`config.mk`:
```
export PLATFORM = sky130hd
export DESIGN_NAME = cmp_event_log
export DESIGN_NICKNAME = d
export VERILOG_FILES = /design/src/rtl/cmp_event_log_pkg.sv /design/src/rtl/cmp_event_log_chan.sv /design/src/rtl/cmp_event_log.sv
export SDC_FILE = /design/constraint.sdc
export NUM_CORES = 1
export LEC_CHECK = 0
export ABC_CLOCK_PERIOD_IN_PS = 3200
export BUFFER_PORTS_ARGS = -buffer_cell sky130_fd_sc_hd__buf_2
export CAP_MARGIN = 25
export CELL_PAD_IN_SITES_DETAIL_PLACEMENT = 1
export CELL_PAD_IN_SITES_GLOBAL_PLACEMENT = 2
export CORE_ASPECT_RATIO = 1.75
export CORE_UTILIZATION = 40
export DETAILED_ROUTE_END_ITERATION = 8
export PLACE_DENSITY = 0.9
export SLEW_MARGIN = 30
export SYNTH_ARGS = -nofsm -noshare
export SYNTH_HDL_FRONTEND = slang
export SYNTH_HIERARCHICAL = 1
export SYNTH_SLANG_ARGS = --single-unit
```
`constraint.sdc`:
```
create_clock -name clk -period 3.2 [get_ports clk]
set_clock_uncertainty 0.2 [all_clocks]
set_input_delay 0.48 -clock clk [delete_from_list [all_inputs] [get_ports clk]]
set_output_delay 0.48 -clock clk [all_outputs]
set_load 0.02 [all_outputs]
```
`src/rtl/cmp_event_log_pkg.sv`:
```
// Address map and control-bit layout shared by the event log and its channels.
package cmp_event_log_pkg;

    localparam logic [7:0] ADDR_NOW  = 8'h00;
    localparam logic [7:0] ADDR_SEEN = 8'h01;
    localparam logic [7:0] ADDR_CTRL = 8'h02;
    localparam logic [7:0] BASE_TS   = 8'h10;
    localparam logic [7:0] BASE_CNT  = 8'h20;

    localparam int CTRL_FREEZE = 0;
    localparam int CTRL_CLEAR  = 1;
    localparam int WRAP_BIT    = 31;

endpackage

```
`src/rtl/cmp_event_log_chan.sv`:
```
// One channel record: last-event timestamp, saturating count and sticky seen flag.
// Clear beats everything; a same-cycle event beats clear-on-read so no event is lost.
module cmp_event_chan #(
    parameter int TW = 32,
    parameter int CW = 16
) (
    input  logic          clk,
    input  logic          rst_n,
    input  logic          evt,
    input  logic [TW-1:0] now,
    input  logic          freeze,
    input  logic          clear,
    input  logic          seen_clr,
    output logic [TW-1:0] ts,
    output logic [CW-1:0] cnt,
    output logic          seen
);
    import cmp_event_log_pkg::*;

    always_ff @(posedge clk or negedge rst_n) begin
        if (!rst_n) begin
            ts   <= '0;
            cnt  <= '0;
            seen <= 1'b0;
        end else if (clear) begin
            ts   <= '0;
            cnt  <= '0;
            seen <= 1'b0;
        end else begin
            if (evt && !freeze) begin
                ts <= now;
                if (cnt != '1)
                    cnt <= cnt + CW'(1);
            end
            if (evt)
                seen <= 1'b1;
            else if (seen_clr)
                seen <= 1'b0;
        end
    end

endmodule

```
`src/rtl/cmp_event_log.sv`:
```
// Per-channel cmp_event capture with a two-stage local-bus read pipeline.
// Reads of 0x01 snapshot seen/wrap at the request edge so the returned word is pre-clear.
module cmp_event_log #(
    parameter int NCH = 12,
    parameter int TW  = 32,
    parameter int CW  = 16
) (
    input  logic           clk,
    input  logic           rst_n,
    input  logic [NCH-1:0] cmp_event,
    input  logic [7:0]     lb_addr,
    input  logic           lb_write,
    input  logic [31:0]    lb_data,
    input  logic           lb_read,
    output logic [31:0]    lb_dout,
    output logic           lb_rvalid
);
    import cmp_event_log_pkg::*;

    logic [TW-1:0]           now;
    logic                    wrap;
    logic                    freeze;
    logic                    ctrl_wr;
    logic                    clear;
    logic                    seen_rd;
    logic [NCH-1:0]          seen;
    logic [NCH-1:0][TW-1:0]  ts;
    logic [NCH-1:0][CW-1:0]  cnt;
    logic [31:0]             seen_word;
    logic                    rd_vld;
    logic [7:0]              rd_addr;
    logic [31:0]             rd_seen;
    logic [31:0]             rd_word;
    logic                    unused_data;

    assign ctrl_wr     = lb_write && (lb_addr == ADDR_CTRL);
    assign clear       = ctrl_wr && lb_data[CTRL_CLEAR];
    assign seen_rd     = lb_read && (lb_addr == ADDR_SEEN);
    assign unused_data = ^lb_data[31:2];

    for (genvar n = 0; n < NCH; n++) begin : g_chan
        cmp_event_chan #(.TW(TW), .CW(CW)) u_chan (
            .clk      (clk),
            .rst_n    (rst_n),
            .evt      (cmp_event[n]),
            .now      (now),
            .freeze   (freeze),
            .clear    (clear),
            .seen_clr (seen_rd),
            .ts       (ts[n]),
            .cnt      (cnt[n]),
            .seen     (seen[n])
        );
    end

    always_ff @(posedge clk or negedge rst_n) begin
        if (!rst_n) begin
            now    <= '0;
            wrap   <= 1'b0;
            freeze <= 1'b0;
        end else begin
            now <= now + TW'(1);
            if (clear)
                wrap <= 1'b0;
            else if (&now)
                wrap <= 1'b1;
            else if (seen_rd)
                wrap <= 1'b0;
            if (ctrl_wr)
                freeze <= lb_data[CTRL_FREEZE];
        end
    end

    always_comb begin
        seen_word           = '0;
        seen_word[NCH-1:0]  = seen;
        seen_word[WRAP_BIT] = wrap;
    end

    always_comb begin
        rd_word = '0;
        if (rd_addr == ADDR_NOW)
            rd_word = 32'(now);
        if (rd_addr == ADDR_SEEN)
            rd_word = rd_seen;
        if (rd_addr == ADDR_CTRL)
            rd_word[CTRL_FREEZE] = freeze;
        for (int n = 0; n < NCH; n++) begin
            if (rd_addr == BASE_TS + 8'(n))
                rd_word = 32'(ts[n]);
            if (rd_addr == BASE_CNT + 8'(n))
                rd_word = 32'(cnt[n]);
        end
    end

    always_ff @(posedge clk or negedge rst_n) begin
        if (!rst_n) begin
            rd_vld    <= 1'b0;
            rd_addr   <= '0;
            rd_seen   <= '0;
            lb_rvalid <= 1'b0;
            lb_dout   <= '0;
        end else begin
            rd_vld    <= lb_read;
            lb_rvalid <= rd_vld;
            if (lb_read) begin
                rd_addr <= lb_addr;
                rd_seen <= seen_word;
            end
            if (rd_vld)
                lb_dout <= rd_word;
        end
    end

endmodule
```
# Word level (Yosys, flattened, before mapping)
# Cells that the tools add are included.
dict set report word_totals {
  regBits 677
  input_bits 56
  out_inout_bits 33
  wordCells 278
}
dict set report op_classes {
  n_addsub 13
  eq_ne 40
  mux 114
  reduce_logical 67
}
# cell count
set ops {}
lappend ops {{$mux W32} 50}
lappend ops {{$mux W16} 36}
lappend ops {{$add A16 B1 Y16 const B} 12}
lappend ops {{$ne A16 B16 Y1 const B} 12}
lappend ops {{$eq A8 B5 Y1 const B} 12}
lappend ops {{$eq A8 B6 Y1 const B} 12}
lappend ops {{$reduce_bool A2 Y1} 24}
lappend ops {{$reduce_bool A3 Y1} 13}
lappend ops {{$add A32 B1 Y32 const B} 1}
lappend ops {{$reduce_and A32 Y1} 1}
lappend ops {{$mux W1} 28}
lappend ops {{$reduce_and A2 Y1} 12}
lappend ops {{$eq A8 B1 Y1 const B} 2}
lappend ops {{$eq A8 B2 Y1 const B} 2}
lappend ops {{$logic_and A1 B1 Y1} 15}
lappend ops {{$logic_not A8 Y1} 1}
lappend ops {{$logic_not A1 Y1} 1}

# Depth between registers and ports, before layout
dict set report logic_depth {
  depth_word 28
  mapped_depth 12
  depth_no_buf 8
}

# By module
# The synthesis kept the hierarchy.
# mod instances cells_per_inst area_per_inst_um2 seq_area_each_um2
set by_module_without_submodules {}
lappend by_module_without_submodules {cmp_event_chan 12 237 2208.4 1226.2}
lappend by_module_without_submodules {cmp_event_log 1 1157 9514.1 2227.1}

# Least setup slack after synthesis
# Ideal clock, no wire load.
dict set report synth_path {
  path_kind {input to register}
  startpoint {in lb_addr[5]}
  endpoint {reg g_chan[6].u_chan.cnt[0]}
  setup_ns 0.126
  t_arrival_ns 2.932
  t_required_ns 2.874
  setup_slack_ns -0.058
  cell_stages 8
  path_buffers 0
  path_cell_list {nor4_1 nand2_1 nor3_1 and2_1 inv_1 and3_1 and3_2 a311o_1}
}
dict set report synth_via {
  elab_chain_len 5
  elab_cells_between_ends 7
  cone_classes {1 x eq/ne; 1 x mux; 5 x reduce/logical}
}
# element line
set synth_lines {}
lappend synth_lines {{start: declaration} cmp_event_log.sv:11} ;# input logic [7:0] lb_addr,
lappend synth_lines {{$eq A8 B2 Y1 (*)} cmp_event_log.sv:36} ;# assign ctrl_wr = lb_write && (lb_addr == ADDR_CTRL);
lappend synth_lines {{$logic_and A1 B1 Y1 (*)} cmp_event_log.sv:36}
lappend synth_lines {{$logic_and A1 B1 Y1 (*)} cmp_event_log.sv:37} ;# assign clear = ctrl_wr && lb_data[CTRL_CLEAR];
lappend synth_lines {{via clear} cmp_event_log.sv:24} ;# logic clear;
lappend synth_lines {{$reduce_bool A2 Y1 (no line)} -}
lappend synth_lines {{$reduce_and A2 Y1 (no line)} -}
lappend synth_lines {{end signal: assignment} cmp_event_log_chan.sv:33} ;# cnt <= cnt + CW'(1);
lappend synth_lines {{end: declaration} cmp_event_log_chan.sv:15} ;# output logic [CW-1:0] cnt,
# The timed path passes the listed nets; every way through them passes the cells marked *.
# A chain may end at the register's enable or synchronous reset.

# Worst setup path after layout
dict set report layout_path {
  startpoint {reg rd_addr[5]}
  endpoint {reg lb_dout[15]}
}
dict set report layout_via {
  elab_chain_len 27
  elab_cells_between_ends 52
  cone_classes {25 x eq/ne; 26 x mux; 1 x reduce/logical}
}
# element line
set layout_lines {}
lappend layout_lines {{start: declaration} cmp_event_log.sv:31} ;# logic [7:0] rd_addr;
lappend layout_lines {{start signal: assignment} cmp_event_log.sv:107} ;# rd_addr <= lb_addr;
lappend layout_lines {{$logic_not A8 Y1} cmp_event_log.sv:82} ;# if (rd_addr == ADDR_NOW)
lappend layout_lines {{$mux W32} cmp_event_log.sv:82}
lappend layout_lines {{$mux W32} cmp_event_log.sv:84} ;# if (rd_addr == ADDR_SEEN)
lappend layout_lines {{$mux W32} cmp_event_log.sv:89} ;# if (rd_addr == BASE_TS + 8'(n))
lappend layout_lines {{$mux W32} cmp_event_log.sv:91} ;# if (rd_addr == BASE_CNT + 8'(n))
lappend layout_lines {{$mux W32} cmp_event_log.sv:89}
lappend layout_lines {{$mux W32} cmp_event_log.sv:91}
lappend layout_lines {{$mux W32} cmp_event_log.sv:89}
lappend layout_lines {{[... 11 more ...]} -}
lappend layout_lines {{$mux W32} cmp_event_log.sv:89}
lappend layout_lines {{$mux W32} cmp_event_log.sv:91}
lappend layout_lines {{$mux W32} cmp_event_log.sv:89}
lappend layout_lines {{$mux W32} cmp_event_log.sv:91}
lappend layout_lines {{$mux W32} cmp_event_log.sv:89}
lappend layout_lines {{$mux W32} cmp_event_log.sv:91}
lappend layout_lines {{$mux W32} cmp_event_log.sv:89}
lappend layout_lines {{$mux W32 (*)} cmp_event_log.sv:91}
lappend layout_lines {{end signal: assignment} cmp_event_log.sv:111} ;# lb_dout <= rd_word;
lappend layout_lines {{end: declaration} cmp_event_log.sv:15} ;# output logic [31:0] lb_dout,
# Every way passes the cells marked *; elsewhere a longest branch is shown, timed or not.

==> qor.yml <==
timing:
  fin_ws_ps: -60.4
  grt_setup_unrepaired: "true"
  drv_slew: 0
  finalCriticalPeriod_ps: 3260
  fmax_ghz: 0.307
  min_period_over_period_pct: 102
  finalSetupViolations: 3
  final-hold-violation-count: 0
  max_slew_margin_pct: 33.1
  hold_slack_ps: 125
  tightestPinTransition_ps: 999
final_layout:
  drive_gt1_share_pct: 17.0
  nFillCells: 10300
  final_cells: 5416
  fin_util_pct: 47.5
  nets: 4256
  design_area_um2: 42400
  area_delta_synth_final_pct: 17.8
critical_path:
  crit_chain: "buf_4 -> nor4b_4 -> buf_4 -> buf_12 -> a21oi_1 -> o22ai_2 -> a221oi_2 -> o211ai_1 -> nand3b_1 -> a221oi_2"
  max_stage_delay_ps: 810
  cp.arrival_ps: 3660
  critical_path.max_fanout: 13
  endpoint_kind: "register"
  crit_type: "reg -> reg"
  timing.critical_path.buf_inv: 3
  startpoint_type: "register"
  cpMaxStageDelayCell: "o211ai_1"
  cp.required_ps: 3600
  cp_top_family: "compound AO/OA/AOI/OAI gates"
route:
  dr_wl_met3_um: 10800
  wl_met1_um: 56300
  wl_met2_um: 76900
  antenna_left: 0
  vias: 35000
  firstDrtPassIters: 8
  routed.top_layer: "met5"
  viasPerCell: 6.46
  drt_iter0_markers: 3265
  wire_per_inst_um: 28.9
  wirelength_um: 157000
  drc_errors: 0
cts:
  cts_root_buf: "clkbuf_16"
  cts_tree: "built"
  cts_inserted_buffers: 69
  clk_pin_slew_ps: 60
  cts_max_level: 3
  cts_sinks: 677
  clock_path_buffers: 3
  clock_latency_ps: 690
job:
  max-cap-violations: 0
synthesis:
  syn_avg_cell_area_um2: 9.00
  ys_async_sr_fraction_pct: 100
  netlist_instances: 4001
  synth_edf_count: 0
  synth_top_area_cell: "dfrtp_1"
  syn_nets: 4070
  synth_area_leaders: "dfrtp_1, nand2_1, a21oi_1, o21ai_0, nand3_1"
  synth_warnings: 6
  ys_seq_area_share_pct: 47.0
  ys_ff_latch: 677
  ys.flop_type: "dfrtp_1"
  synth_area_um2: 36000
  yosysUniqueCellTypes: 90
  netlist.area_leader.share_pct: 47.0
placement:
  port_buffers: 58
  dpl_cell_area_um2: 39400
  dpl.cell_count: 5252
  gp_congestion: 0.968
  dpl.hpwl_um: 106000
floorplanning:
  core_area_um2: 89300
  ios: 89
  die_area_um2: 91300
  rows: 145
  initial_core_util_pct: 40.3
  die_width_um: 229
  die_y_um: 399
outcome:
  violations: "setup timing"
  status: "complete, but fails checks"
power_and_ir_drop:
  pwr-share-seq_pct: 47.3
  intPower_uw: 14900
  p_comb_share_pct: 12.2
  powerDensity_nw_per_um2: 509
  power.leakage_uw: 0.0176
  p_clk_share_pct: 40.4
  ir_drop_mv: 0.562
  p_sw_uw: 6690
  p_sw_share_pct: 31.0
global_routing:
  gr-total-overflow: 0
  grt_start_max_net_pins: 128
  grt_pass1_wl_um: 234000
  grt_pass1_vias: 36400
  grt_use_total_pct: 34.1
  antenna_found_initial: 4
min_path:
  hold_class: "in -> reg"
==> final cells by class <==
| type | count | area [um^2] | share of cell area, % |
|---|---|---|---|
| Timing Repair Buffer | 390 | 3420 | 8.07 |
| Multi-Input combinational cell | 2995 | 18000 | 42.4 |
| Clock inverter | 27 | 409 | 0.964 |
| Sequential cell | 677 | 17000 | 39.9 |
| Clock buffer | 96 | 1980 | 4.66 |
| Antenna cell | 1 | 2.50 | 0.00590 |
| Inverter | 54 | 206 | 0.486 |
| Tap cell | 1176 | 1470 | 3.47 |
==> cell families after synthesis <==
| kind of cell | count (synthesis) | share of synthesized area [%] |
|---|---|---|
| adder cells (fa/ha/maj) | 13 | 0.452 |
| flip-flops | 677 | 47.0 |
| AO/OA/AOI/OAI | 1116 | 19.4 |
| multiplexers | 77 | 3.32 |
| buffers and inverters | 329 | 3.94 |
| XOR/XNOR | 162 | 3.94 |
| AND/OR/NAND/NOR | 1627 | 21.9 |
==> power by group through the flow <==
stage / registers [uW] / logic [uW] / clock network [uW]
after floorplan: 9910 / 1370 / 0
after global placement: 10300 / 2420 / 0
after detailed placement: 10300 / 2500 / 0
after CTS: 10200 / 2540 / 8820
after global routing: 10300 / 2830 / 9110
final: 10200 / 2640 / 8730
==> cell usage after synthesis (19+ instances only) <==
library cell	n
nand2_1	936
dfrtp_1	677
a21oi_1	512
o21ai_0	199
nand3_1	169
clkbuf_1	157
nor2_1	142
buf_2	86
xnor2_1	82
xor2_1	80
nand4_1	73
nor4_1	56
inv_1	53
nor3_1	50
mux2_2	41
a222oi_1	34
a221oi_1	33
a31oi_1	32
mux4_2	30
o22ai_1	30
and3_1	29
o211ai_1	25
nor2b_1	22
a22oi_1	19
==> cell usage in the layout, fill, tap and decap left out, types with 15 or more instances in the layout <==
master	synthesis	routed
a31oi_1	32	32
o211ai_1	25	25
nand2_1	936	932
buf_12	0	43
nor3_1	50	49
mux2_2	41	41
o2bb2ai_1	18	18
nor2_1	142	137
clkbuf_16	0	70
mux4_2	30	30
nand3_1	169	169
dlygate4sd3_1	0	24
a22oi_1	19	18
xnor2_1	82	82
a222oi_1	34	34
nand4_1	73	73
o22ai_1	30	29
dfrtp_1	677	672
a21oi_1	512	506
nor4_1	56	54
o311ai_0	15	15
o21ai_0	199	197
a211o_1	16	16
buf_2	86	57
and3_1	29	29
xor2_1	80	80
buf_4	6	260
clkbuf_8	0	15
a22o_1	17	17
inv_1	53	52
a221oi_1	33	32
==> worst register-to-register path, stage by stage (launching register included) <==
cell and delay (ps):
dfrtp_1 400, buf_4 200, nor4b_4 290, buf_4 240, buf_12 160, a21oi_1 90
o22ai_2 130, a221oi_2 100, o211ai_1 810, nand3b_1 240, a221oi_2 310
==> flip-flops by register name (all words and copies together) (netlist names) <==
register and count:
wrap 1, freeze 1, lb_dout 32, rd_addr 8, now 32, rd_vld 1, g_chan.u_chan/seen 12, lb_rvalid 1
g_chan.u_chan/ts 384, rd_seen 13, g_chan.u_chan/cnt 192
==> routing by layer <==
metal,global-route usage [%],vias to the layer above
met1,38.5,18000
met2,57.6,1570
li1,-,14800
met4,25.2,2
met3,6.34,594
met5,0,-
==> through the flow <==
step | total power [uW] | setup slack [ps] | setup TNS, ps
after global routing | 22200 | -68.0 | -83.6
after floorplan | 11300 | 359 | 0
final | 21600 | -60.4 | -138
after detailed placement | 12800 | -114 | -465
after CTS | 21600 | 25.2 | 0
after global placement | 12700 | -91.3 | -245
==> what timing repair did <==
item,CTS,global route
endpoints found under the setup margin,9,11
hold endpoints to repair,70,0
pin swaps,0,11
hold buffers,24,0
gates resized for setup,14,36
buffers inserted,0,15
cloned,0,1
==> worst paths after layout <==
kind                             startpoint                       end  slack [ps]  cells after the start
max in group asynchronous             rst_n  g_chan[1].u_chan/cnt[15]        1620                      3
worst min register to register  lb_dout[17]               lb_dout[17]         310                      1
worst max register to register   rd_addr[5]               lb_dout[15]         -60                     10
worst min-delay path                lb_read                    rd_vld         120                      2
worst max-delay path             rd_addr[5]               lb_dout[15]         -60                     10
min in group asynchronous             rst_n  g_chan[11].u_chan/cnt[2]         140                      2
(Power assumes the default switching activity.)
